[src/rtl/wt_dcache_repl_evq.sv]
// wt_dcache_repl_evq: round-robin hit-event arbiter and FIFO feeding the PLRU updater; miss path passes through.
// Define WT_DCACHE_REPL_COALESCE_EN to merge a granted hit that repeats the newest queued (idx, way).
module wt_dcache_repl_evq #(
   parameter int unsigned NUM_PORTS  = 3,
   parameter int unsigned FIFO_DEPTH = 4,
   parameter int unsigned IDX_WIDTH  = 8,
   parameter int unsigned WAY_WIDTH  = 2,
   parameter int unsigned CNT_WIDTH  = 16
) (
   input  logic                           clk_i,
   input  logic                           rst_ni,
   input  logic                           flush_i,
   input  logic [NUM_PORTS-1:0]           hit_valid_i,
   input  logic [NUM_PORTS*IDX_WIDTH-1:0] hit_idx_i,
   input  logic [NUM_PORTS*WAY_WIDTH-1:0] hit_way_i,
   input  logic                           miss_valid_i,
   input  logic [IDX_WIDTH-1:0]           miss_idx_i,
   output logic                           plru_hit_o,
   output logic [IDX_WIDTH-1:0]           plru_hit_idx_o,
   output logic [WAY_WIDTH-1:0]           plru_hit_way_o,
   output logic                           plru_miss_o,
   output logic [IDX_WIDTH-1:0]           plru_miss_idx_o,
   output logic                           full_o,
   output logic [CNT_WIDTH-1:0]           drop_cnt_o
);
   localparam int unsigned PW = $clog2(FIFO_DEPTH);
   localparam int unsigned RW = NUM_PORTS > 1 ? $clog2(NUM_PORTS) : 1;
   localparam int unsigned EW = IDX_WIDTH + WAY_WIDTH;

   logic [EW-1:0]        mem_q [FIFO_DEPTH];
   logic [PW-1:0]        rd_q, wr_q;
   logic [PW:0]          cnt_q;
   logic [RW-1:0]        rr_q, gnt_p;
   logic [CNT_WIDTH-1:0] drop_q;
   logic [NUM_PORTS-1:0] rot;
   logic [EW-1:0]        gnt_ev, head;
   logic [CNT_WIDTH:0]   sum;
   logic                 gnt, empty, pop, push, coal, full_drop;
   int                   c, n;

   // rotate so that bit 0 is the port at rr_q, then take the first set bit
   always_comb begin
      rot   = NUM_PORTS'({hit_valid_i, hit_valid_i} >> rr_q);
      gnt   = 1'b0;
      gnt_p = '0;
      c     = 0;
      for (int k = 0; k < NUM_PORTS; k++) begin
         if (!gnt && rot[k]) begin
            gnt   = 1'b1;
            c     = int'(rr_q) + k;
            gnt_p = RW'(c >= int'(NUM_PORTS) ? c - int'(NUM_PORTS) : c);
         end
      end
   end

   assign gnt_ev = {hit_idx_i[gnt_p*IDX_WIDTH +: IDX_WIDTH], hit_way_i[gnt_p*WAY_WIDTH +: WAY_WIDTH]};
   assign head   = mem_q[rd_q];
   assign empty  = cnt_q == '0;
   assign full_o = cnt_q == (PW+1)'(FIFO_DEPTH);

   // a head matching a concurrent miss waits one cycle so the hit lands after the miss
   assign plru_hit_o      = !empty && !(miss_valid_i && miss_idx_i == head[EW-1 -: IDX_WIDTH]);
   assign plru_hit_idx_o  = empty ? '0 : head[EW-1 -: IDX_WIDTH];
   assign plru_hit_way_o  = empty ? '0 : head[WAY_WIDTH-1:0];
   assign plru_miss_o     = miss_valid_i;
   assign plru_miss_idx_o = miss_idx_i;
   assign drop_cnt_o      = drop_q;
   assign pop             = plru_hit_o;

`ifdef WT_DCACHE_REPL_COALESCE_EN
   assign coal = gnt && !empty && mem_q[wr_q - PW'(1)] == gnt_ev && !(cnt_q == (PW+1)'(1) && pop);
`else
   assign coal = 1'b0;
`endif

   assign push      = gnt && !coal && (!full_o || pop) && !flush_i;
   assign full_drop = gnt && !coal && full_o && !pop;

   always_comb begin
      n   = $countones(hit_valid_i) - int'(gnt) + int'(full_drop);
      sum = {1'b0, drop_q} + (CNT_WIDTH+1)'(n);
   end

   always_ff @(posedge clk_i) begin
      if (push) mem_q[wr_q] <= gnt_ev;
   end

   always_ff @(posedge clk_i or negedge rst_ni) begin
      if (!rst_ni) begin
         rd_q   <= '0;
         wr_q   <= '0;
         cnt_q  <= '0;
         rr_q   <= '0;
         drop_q <= '0;
      end else if (flush_i) begin
         rd_q  <= '0;
         wr_q  <= '0;
         cnt_q <= '0;
         rr_q  <= '0;
      end else begin
         if (pop) rd_q <= rd_q + PW'(1);
         if (push) wr_q <= wr_q + PW'(1);
         cnt_q <= cnt_q + (PW+1)'(push) - (PW+1)'(pop);
         if (gnt) rr_q <= gnt_p == RW'(NUM_PORTS - 1) ? '0 : gnt_p + RW'(1);
         drop_q <= sum[CNT_WIDTH] ? '1 : sum[CNT_WIDTH-1:0];
      end
   end
endmodule

[config.mk]
export PLATFORM = sky130hd
export DESIGN_NAME = wt_dcache_repl_evq
export DESIGN_NICKNAME = d
export VERILOG_FILES = /design/src/rtl/wt_dcache_repl_evq.sv
export SDC_FILE = /design/constraint.sdc
export NUM_CORES = 1
export LEC_CHECK = 0
export CAP_MARGIN = 20
export CORE_ASPECT_RATIO = 0.75
export CORE_MARGIN = 3
export CORE_UTILIZATION = 40
export DETAILED_ROUTE_END_ITERATION = 12
export PLACE_DENSITY_LB_ADDON = 0.05
export SYNTH_ARGS = -nofsm -noshare
export SYNTH_HDL_FRONTEND = slang
export SYNTH_SLANG_ARGS = --single-unit
[constraint.sdc]
create_clock -name clk_i -period 8.7 [get_ports clk_i]
set_input_delay 2.175 -clock clk_i [delete_from_list [all_inputs] [get_ports clk_i]]
set_output_delay 2.175 -clock clk_i [all_outputs]
set_load 0.02 [all_outputs]
======== After elaboration in Yosys (flattened, before gate mapping) ========
Memories as Yosys holds them, arrays and structs flattened.
Cells that the tools add are included.
W data, S select, Z words.
word-level totals
  logic and storage cells ................. 72
  register bits after elaboration ......... 25
  bits in writable memories ............... 40
  memories ................................ 1
  bits of input ports ..................... 45
cells by class
  equality and inequality tests ........... 3
  muxes and demuxes ....................... 22
  add/subtract/negate cells ............... 15
  $lt $le $gt $ge ......................... 3
  shift operators ......................... 3
  reductions and logical operators ........ 20
memory list
  name   words  bits a word  rd ports  clocked after Yosys merged registers in  write ports  line  source
  mem_q  4      10           1         0                                        1            30    logic [EW-1:0] mem_q [FIFO_DEPTH];
operators with widths
  cell                   number
  $mux W2                14
  $shiftx A24 B6 Y8      1
  $add A16 B17 Y17       1
  $mux W16               1
  $eq A8 B8 Y1           1
  $logic_and A1 B1 Y1    8
  $mux W8                1
  $logic_not A1 Y1       7
  $add A2 B1 Y2 const B  3
  $ge A3 B2 Y1 const B   2
  $reduce_bool A2 Y1     3
  $shiftx A6 B4 Y2       1
  $shr A6 B2 Y3          1
  $sub A2 B2 Y2 const B  3
  $add A4 B2 Y5          1
  $mux W1                5
  $sub A3 B1 Y4          1
  $add A2 B1 Y3          1
  $add A2 B1 Y3 const B  1
  $add A2 B2 Y3 const B  1
  $add A3 B1 Y3          1
  $eq A3 B3 Y1 const B   1
  $logic_not A3 Y1       1
  $mux W3                1
  5 further kinds        5

======== Longest topological paths before layout ========
Gate-level depths: netlist of run 1.
  word-level depth ........................ 13
  gate-level depth with buffers ........... 21
  mapped depth without buffers ............ 20

======== Least setup slack after synthesis of run 1 ========
Ideal clock, no wire load.
  path kind ............................... in2reg
  start ................................... input port hit_valid_i[0]
  end ..................................... register drop_q[10] (netlist: drop_cnt_o[10])
  setup time .............................. 0.137 ns
  stages on the path ...................... 18
  data required time ...................... 8.563 ns
  slack ................................... 2.835 ns
  path buffers ............................ 1
  arrival ................................. 5.728 ns
  cells stage by stage .................... nor3_2 -> inv_1 -> ha_1 -> inv_1 -> fa_1 -> ha_1 -> ha_1 -> inv_1 -> ha_1 -> ha_1 -> a21oi_1 -> o21ai_1 -> a31oi_1 -> o311ai_1 -> xor2_1 -> buf_2 -> nor3_1 -> a21oi_1
between the ends
  cells in the longest elaborated chain, start to end .. 13
RTL lines
  what                                                                    line  source
  start, declared                                                         13    input logic [NUM_PORTS-1:0] hit_valid_i,
  parallel branches: the longest is 10 deep, another holds $sub A3 B1 Y4  --
  $add A4 B2 Y5 (*)                                                       80    n = $countones(hit_valid_i) - int'(gnt) + int'(full_drop);
  $add A16 B17 Y17 (*)                                                    81    sum = {1'b0, drop_q} + (CNT_WIDTH+1)'(n);
  $mux W16 (*)                                                            105   drop_q <= sum[CNT_WIDTH] ? '1 : sum[CNT_WIDTH-1:0];
  end signal, assigned                                                    105
  end, declared                                                           34    logic [CNT_WIDTH-1:0] drop_q;
Every way passes the cells marked *.
A chain may end at the register's enable or synchronous reset.

======== Final worst setup path of run 1 ========
  start ................................... input port hit_valid_i[0]
  end ..................................... register drop_q[9] (netlist: drop_cnt_o[9])
Same word-level chain as after synthesis.

==> results.cfg, run 1 <==
[cts]
cts_hold_buf = 0
clock-root-buffer = clkbuf_16
cts_setup_buffers = 0
h-tree-depth = 3
ctsResizeCount = 0
cts_made_buffers = 9
clk_latency_ns = 0.32
clockBufferDepth = 2
cts.sinks = 65
tritoncts = done
clk_pin_slew_ns = 0.06

[drt]
viasPerCell = 5.04
wire_per_inst_um = 15.1
drc_errors = 0
drt.antenna.violating_nets = 0
via_count = 2914
drtPass1Iterations = 4
wl_um = 8700
drtIter0Drc = 82

[critical_path]
r2r_cells = 18
crit_fanout = 14
path_class = in -> reg
endpoint = drop_cnt_o[9]
cp_cell_sequence = clkdlybuf4s50_1 > nor3_2 > inv_1 > ha_1 > inv_1 > fa_1 > ha_1 > ha_1 > inv_1 > ha_1 > ha_1 > a21oi_1 > o21ai_1 > a31oi_1 > o311ai_1 > xor2_1 > buf_4 > nor3_1 > a21oi_1
cp-startpoint = hit_valid_i[0]
critical_path_required_ns = 8.88
critPathLaunchType = input pin
path_common_cell = ha_1
r2r-end = drop_cnt_o[9]
crit_slowest_cell = clkdlybuf4s50_1
endpoint_kind = register
critPathArrivalTime_ns = 6.85
critical-path-max-stage-delay_ns = 0.55
r2r_start = rd_q[0]
ff2ff_setup_slack_ns = 3.42

[synth]
synth.avg_cell_area_sq_um = 11.2
synth_ff_type = edfxtp_1
synth_nets = 444
ys_ff_latch = 65
yosysWarnings = 0
synth_cells = 366
seq_area_frac_synth = 0.445
ys_async_sr_fraction = 0.385
synth.distinct_cells = 52
synth_enable_flop_cells = 40
synthesis.area_sq_mm = 0.00410

[global_routing]
grt.busiest_layer = met2
grt_first_pass_wirelength_um = 14400
grt_max_degree = 45
antenna_found_initial = 0
met2_usage = 0.244
overflow = 0
grt_usage = 0.161
grt_pass1_vias = 2879
use_met3 = 0.0439
met1_usage = 0.231

[sta]
fin_tns_setup_ns = 0
fin_crit_ns = 6.66
rsz0062_at_grt = false
skew_ns = 0.00629
max_slew_margin = 0.469
setup_viol = 0
hold_violations = 0
max_freq_ghz = 0.150
post-route-period-util = 0.766
worstMarginPinSlew_ns = 0.795
slew_viol_final = 0
finalWorstSetupSlack_ns = 2.04

[die]
die_area_sq_mm = 0.0115
die_x_um = 123
die_height_um = 93.7
coreArea_sq_mm = 0.00981
initial_core_util = 0.418
fp-row-count = 31
pin_count = 82

[cells_and_area]
multi_input_area_sq_mm = 0.00204
final_cell_mix = clkdlybuf4s50_1 (81), edfxtp_1 (40), ha_1 (30)
nets = 519
final.fill_count = 868
regArea_sq_mm = 0.00183
drive_gt1_frac = 0.0762
area_growth_pct = 29.1
final_common_cell = clkdlybuf4s50_1
diodes = 0
final_cells = 578

[place]
gp_congestion = 0.872
hpwlAfterDp_um = 6530
io_buffers = 81
placed_cells_incl_taps = 562
dp_slack_ns = 1.67

[power_and_ir_drop]
intPower_uw = 1150
p_sw_uw = 704
p_leak_uw = 0.00213
power_density_mw_per_mm2 = 350
power.total_uw = 1850
switching_share = 0.380
p_clk_frac = 0.202
sequentialPowerShare = 0.283
combPwrFrac = 0.515
ir_drop_mv = 0.138

[job]
maxCapViolCount = 0

[run_status]
status = finished, final reports clean

[min_path]
hold_class = reg -> reg
## state kept, by name, summed over array words and instances (netlist names)
register	count
wr_q	2
drop_cnt_o	16
rr_q	2
mem_q	40
cnt_q	3
rd_q	2
## through the flow
step,util,hold WS [ns],instance area [sq um]
2_1_floorplan,-,0.538,4100
3_3_place_gp,0.508,0.508,4980
3_5_place_dp,0.508,0.519,4980
4_1_cts,0.540,0.539,5300
5_1_grt,0.540,0.569,5300
6_report,0.540,0.530,5300
## critical path: cells and delay by family
kind / cells / cell delay, ns
fa+ha+maj: 6 / 2.04
compound gates: 5 / 0.86
simple gates: 2 / 0.65
buf+inv: 5 / 0.96
xor+xnor: 1 / 0.15
## worst min-delay path by stage
stage	start	end	slack, ns	cells past startpoint
floorplan	wr_q[1]	wr_q[1]	0.54	2
global placement	drop_cnt_o[0]	drop_cnt_o[0]	0.51	2
detailed placement	drop_cnt_o[0]	drop_cnt_o[0]	0.52	2
CTS	drop_cnt_o[0]	drop_cnt_o[0]	0.54	2
global route	drop_cnt_o[0]	drop_cnt_o[0]	0.57	2
finish	drop_cnt_o[0]	drop_cnt_o[0]	0.53	2
## cell type report
class,count,share of cell area
multi-input cells,251,0.386
flip-flops and latches,65,0.345
repair buffers,85,0.159
clock buffers,10,0.0432
well taps,132,0.0312
inverters,29,0.0205
clock inverters,6,0.0158
## cells in the mapped netlist, types with 6 or more instances
cell type | number | share of area
a21oi_1 | 28 | 0.034
and2_1 | 6 | 0.0091
buf_4 | 9 | 0.016
clkbuf_1 | 7 | 0.0064
dfrtp_1 | 25 | 0.15
edfxtp_1 | 40 | 0.29
ha_1 | 30 | 0.091
inv_1 | 29 | 0.027
mux2i_1 | 11 | 0.027
nand2_1 | 26 | 0.024
nor2_1 | 15 | 0.014
nor2b_1 | 18 | 0.027
nor3_1 | 12 | 0.015
o21ai_1 | 6 | 0.0073
o2bb2ai_1 | 10 | 0.021
xnor2_1 | 16 | 0.034
xor2_1 | 8 | 0.017
## cells by family (layout without fill, tap and decap cells)
family	after synthesis	count (layout)	synth area share
multiplexers	21	21	0.0863
XOR/XNOR	27	27	0.0631
buffers and inverters	50	130	0.0570
AND/OR/NAND/NOR	100	100	0.129
flip-flops	65	65	0.445
AO/OA/AOI/OAI	70	70	0.113
adder cells (fa/ha/maj)	33	33	0.106
## power by group through the flow
stage	Clock (uW)	Combinational, uW	Sequential (uW)
floorplan	0	645	542
finish	374	955	524
detailed placement	0	961	532
global route	400	1060	536
global placement	0	952	530
CTS	385	965	526
## metal layers
| metal | wire, um | share of wire | vias to the layer above |
|---|---|---|---|
| li1 | - | - | 1469 |
| met1 | 4360 | 0.50 | 1369 |
| met2 | 3800 | 0.44 | 67 |
| met3 | 472 | 0.054 | 9 |
| met4 | 70 | 0.0080 | 0 |
| met5 | 0 | 0 | - |
Note: power is estimated with default switching activity, not from simulation.
==> inputs of run 2 (changes only) <==
Clock period 8.7 ns to 6.4 ns, I/O delays scaled along.
==> results.cfg, run 2 (synthesized netlist as in run 1, its figures left out) <==
[drt]
drc_errors = 0
wl_um = 8670
wire_per_inst_um = 14.9
drtPass1Iterations = 4
via_count = 2921
viasPerCell = 5.03
drt.antenna.violating_nets = 0
drtIter0Drc = 164

[critical_path]
critical_path_required_ns = 6.64
r2r_start = rd_q[0]
endpoint_kind = register
cp_cell_sequence = clkdlybuf4s50_1 > nor3_2 > inv_1 > ha_1 > inv_1 > fa_1 > inv_1 > ha_1 > inv_1 > ha_1 > inv_1 > ha_1 > ha_1 > o211ai_1 > a21oi_1 > o21ai_1 > o311ai_1 > xor2_1 > buf_4 > nor3_1 > a21oi_1
crit_fanout = 14
ff2ff_setup_slack_ns = 1.07
critPathArrivalTime_ns = 6.09
path_class = in -> reg
r2r-end = drop_cnt_o[9]
crit_slowest_cell = clkdlybuf4s50_1
critPathLaunchType = input pin
r2r_cells = 18
critical-path-max-stage-delay_ns = 0.55

[sta]
finalWorstSetupSlack_ns = 0.556
hold_violations = 0
skew_ns = 0.00342
slew_viol_final = 0
max_freq_ghz = 0.171
fin_tns_setup_ns = 0
fin_crit_ns = 5.84
post-route-period-util = 0.913
setup_viol = 0
worstMarginPinSlew_ns = 0.814
max_slew_margin = 0.456
rsz0062_at_grt = false
timing.hold.ws_ns = 0.533

[cells_and_area]
largest_reg_flops = 40
area_growth_pct = 29.1
final_common_cell = clkdlybuf4s50_1
diodes = 0
nets = 522
stdcell_area_sq_mm = 0.00530
final_cell_mix = clkdlybuf4s50_1 (81), edfxtp_1 (40), ha_1 (30)
regMostFlops = mem_q
drive_gt1_frac = 0.0802

[cts]
clk_latency_ns = 0.32
h-tree-depth = 3
cts_setup_buffers = 0
cts_made_buffers = 9
ctsResizeCount = 0
cts_hold_buf = 0
clockBufferDepth = 2
tritoncts = done
clock-root-buffer = clkbuf_16
clk_pin_slew_ns = 0.05
cts.sinks = 65

[place]
dp_slack_ns = 0.218
hpwlAfterDp_um = 6450
place_area_sq_mm = 0.00501
gp_congestion = 0.840
io_buffers = 81

[die]
pin_count = 82
initial_core_util = 0.418
die_height_um = 93.7
coreArea_sq_mm = 0.00981
die_area_sq_mm = 0.0115
die_x_um = 123
fp-row-count = 31

[global_routing]
grt_max_degree = 45
overflow = 0
antenna_found_initial = 0
grt_pass1_vias = 2893
grt_usage = 0.163
grt_first_pass_wirelength_um = 14500

[run_status]
status = finished, final reports clean

[min_path]
hold_class = reg -> reg
hp-start = drop_cnt_o[0]
min_path_cells = 2
hold_end = drop_cnt_o[0]

[power_and_ir_drop]
p_leak_uw = 0.00213
power_density_mw_per_mm2 = 470
ir_drop_mv = 0.210
power.total_uw = 2490

[job]
maxCapViolCount = 0
[run 2: cell types whose count changed in the layout (fill, tap and decap cells not counted)]
| cell | previous run | this run |
|---|---|---|
| clkinv_4 | 1 | 0 |
| bufinv_16 | 2 | 1 |
| clkbuf_8 | 0 | 1 |
| buf_4 | 4 | 7 |
| clkbuf_1 | 1 | 2 |
[run 2: routing by layer]
layer	wire length [um]	track usage	up-vias
met4	65	0.0447	0
met5	0	0	-
met1	4390	0.235	1375
li1	-	-	1470
met2	3810	0.244	70
met3	401	0.0391	6
[run 2: cell type report]
type / count / area, sq um
repair buffers: 88 / 863
fillers: 881 / 4510
clock buffers: 12 / 246
well taps: 132 / 165
flip-flops and latches: 65 / 1830
inverters: 29 / 109
multi-input cells: 251 / 2040
clock inverters: 4 / 45.0
[run 2: per-stage QoR]
step / cells / util
after global routing: 581 / 0.540
after global placement: 565 / 0.510
final: 581 / 0.540
after CTS: 581 / 0.540
after floorplan: 366 / -
after detailed placement: 565 / 0.510
[run 2: worst max-delay path, delay by kind of cell]
| kind | cells | cell delay, ns |
|---|---|---|
| xor+xnor | 1 | 0.23 |
| buf+inv | 7 | 1.06 |
| compound gates | 5 | 0.98 |
| fa+ha+maj | 6 | 1.88 |
| simple gates | 2 | 0.32 |
[run 2: worst max-delay path by stage]
stage,startpoint,endpoint,slack (ns),cells after the start
finish,hit_valid_i[0],drop_cnt_o[9],0.56,21
global route,hit_valid_i[0],drop_cnt_o[12],0.15,21
CTS,hit_valid_i[0],drop_cnt_o[9],0.55,21
floorplan,hit_valid_i[0],drop_cnt_o[10],1.11,18
detailed placement,hit_valid_i[0],drop_cnt_o[9],0.22,21
global placement,hit_valid_i[0],drop_cnt_o[6],0.28,21
[run 2: report_power, final]
part           switching (uW)  internal [uW]  total, uW
logic                     694            610       1300
registers                94.2            619        713
clock network             165            310        475
==> inputs of run 3 (changes only) <==
Settings changed: CELL_PAD_IN_SITES_DETAIL_PLACEMENT from default to 1, CELL_PAD_IN_SITES_GLOBAL_PLACEMENT from default to 1.
Clock period 6.4 ns to 7.05 ns, I/O delays scaled along.
==> results.cfg, run 3 (synthesized netlist as in run 1, its figures left out) <==
[drt]
drtPass1Iterations = 4
drc_errors = 0
drt.antenna.violating_nets = 0
via_count = 3034
drtIter0Drc = 89
wl_um = 10100
wire_per_inst_um = 17.5
viasPerCell = 5.26

[cells_and_area]
largest_reg_flops = 40
stdcell_area_sq_mm = 0.00526
regMostFlops = mem_q
diodes = 0
nets = 518
final_common_cell = clkdlybuf4s50_1
area_growth_pct = 28.2
drive_gt1_frac = 0.0697
final_cell_mix = clkdlybuf4s50_1 (81), edfxtp_1 (40), ha_1 (30)

[sta]
rsz0062_at_grt = false
fin_tns_setup_ns = 0
hold_violations = 0
slew_viol_final = 0
fin_crit_ns = 6.37
max_freq_ghz = 0.157
skew_ns = 0.00578
worstMarginPinSlew_ns = 0.893
max_slew_margin = 0.402
setup_viol = 0
post-route-period-util = 0.904

[cts]
clock-root-buffer = clkbuf_16
cts_setup_buffers = 0
cts_made_buffers = 9
clk_latency_ns = 0.33
cts_hold_buf = 0
tritoncts = done
ctsResizeCount = 0
clockBufferDepth = 2
h-tree-depth = 3
cts.sinks = 65
clk_pin_slew_ns = 0.05

[place]
place_area_sq_mm = 0.00498
io_buffers = 81
hpwlAfterDp_um = 7590
gp_congestion = 0.875

[run_status]
status = finished, final reports clean

[critical_path]
path_buf_inv = 5
critical_path_required_ns = 7.24
path_common_cell = ha_1
r2r_start = rd_q[0]
path_class = in -> reg
cp-startpoint = hit_valid_i[0]
cp_cell_sequence = clkdlybuf4s50_1 > nor3_2 > inv_1 > ha_1 > inv_1 > fa_1 > ha_1 > ha_1 > inv_1 > ha_1 > ha_1 > a21oi_1 > o21ai_1 > a31oi_1 > o311ai_1 > xor2_1 > buf_4 > nor3_1 > a21oi_1
critical-path-max-stage-delay_ns = 0.56
critPathLaunchType = input pin
critPathArrivalTime_ns = 6.56
crit_slowest_cell = clkdlybuf4s50_1
endpoint_kind = register
critPathTopFamily = adder cells
crit_fanout = 14

[power_and_ir_drop]
ir_drop_mv = 0.225
power_density_mw_per_mm2 = 434
p_leak_uw = 0.00210

[job]
maxCapViolCount = 0

[min_path]
hp-start = drop_cnt_o[0]
hold_class = reg -> reg

[global_routing]
antenna_found_initial = 0
grt_first_pass_wirelength_um = 16800
grt_usage = 0.189
grt_pass1_vias = 3150
grt_max_degree = 45
overflow = 0

[die]
die_x_um = 123
coreArea_sq_mm = 0.00981
initial_core_util = 0.418
die_height_um = 93.7
die_area_sq_mm = 0.0115
pin_count = 82
fp-row-count = 31
## run 3: through the flow
step                hold WS, ns  std cells  power (uW)   util  worst slack [ns]
finish                    0.550        577        2290  0.536             0.675
CTS                       0.553        577        2320  0.536             0.672
detailed placement        0.545        561        1880  0.508             0.333
global placement          0.516        561        1840  0.508             0.596
floorplan                 0.538        366        1470      -              1.60
global route              0.582        577        2460  0.536             0.217
## run 3: worst register-to-register path: stages (launching register included)
cell and delay (ns):
dfrtp_1 0.83, mux4_1 0.78, xnor2_2 0.19, nand4_2 0.13, nor3_4 0.36, and3_1 0.24, ha_1 0.17, ha_1 0.15
inv_1 0.04, ha_1 0.40, ha_1 0.49, nand3_1 0.09, nor2_1 0.16, o21ai_1 0.11, o32ai_1 0.58, a311oi_1 0.23
xor2_1 0.18, o211ai_1 0.18
## run 3: worst paths after layout
kind                                   to  slack, ns  depth (start not counted)
max reg2reg                drop_cnt_o[13]       1.66                         17
max in group asynchronous   drop_cnt_o[0]       4.96                          2
min                         drop_cnt_o[0]       0.55                          2
min reg2reg                 drop_cnt_o[0]       0.55                          2
min in group asynchronous         rd_q[0]       1.82                          2
max                         drop_cnt_o[5]       0.68                         19
## run 3: report_power, final
part,internal (uW),switching [uW]
Combinational,547,661
Sequential,562,91.9
Clock,271,153
Total,1380,906
## run 3: metal layers
metal	global-route usage	share of wire
met1	0.273	0.49
met2	0.286	0.46
met3	0.0439	0.050
met4	0.0541	0.0041
met5	0	0
## run 3: final cells by class
type                    count  area [sq um]
fillers                  1068          4550
flip-flops and latches     65          1830
multi-input cells         251          2050
repair buffers             84           833
inverters                  29           109
clock inverters             4          43.8
well taps                 132           165
clock buffers              12           236
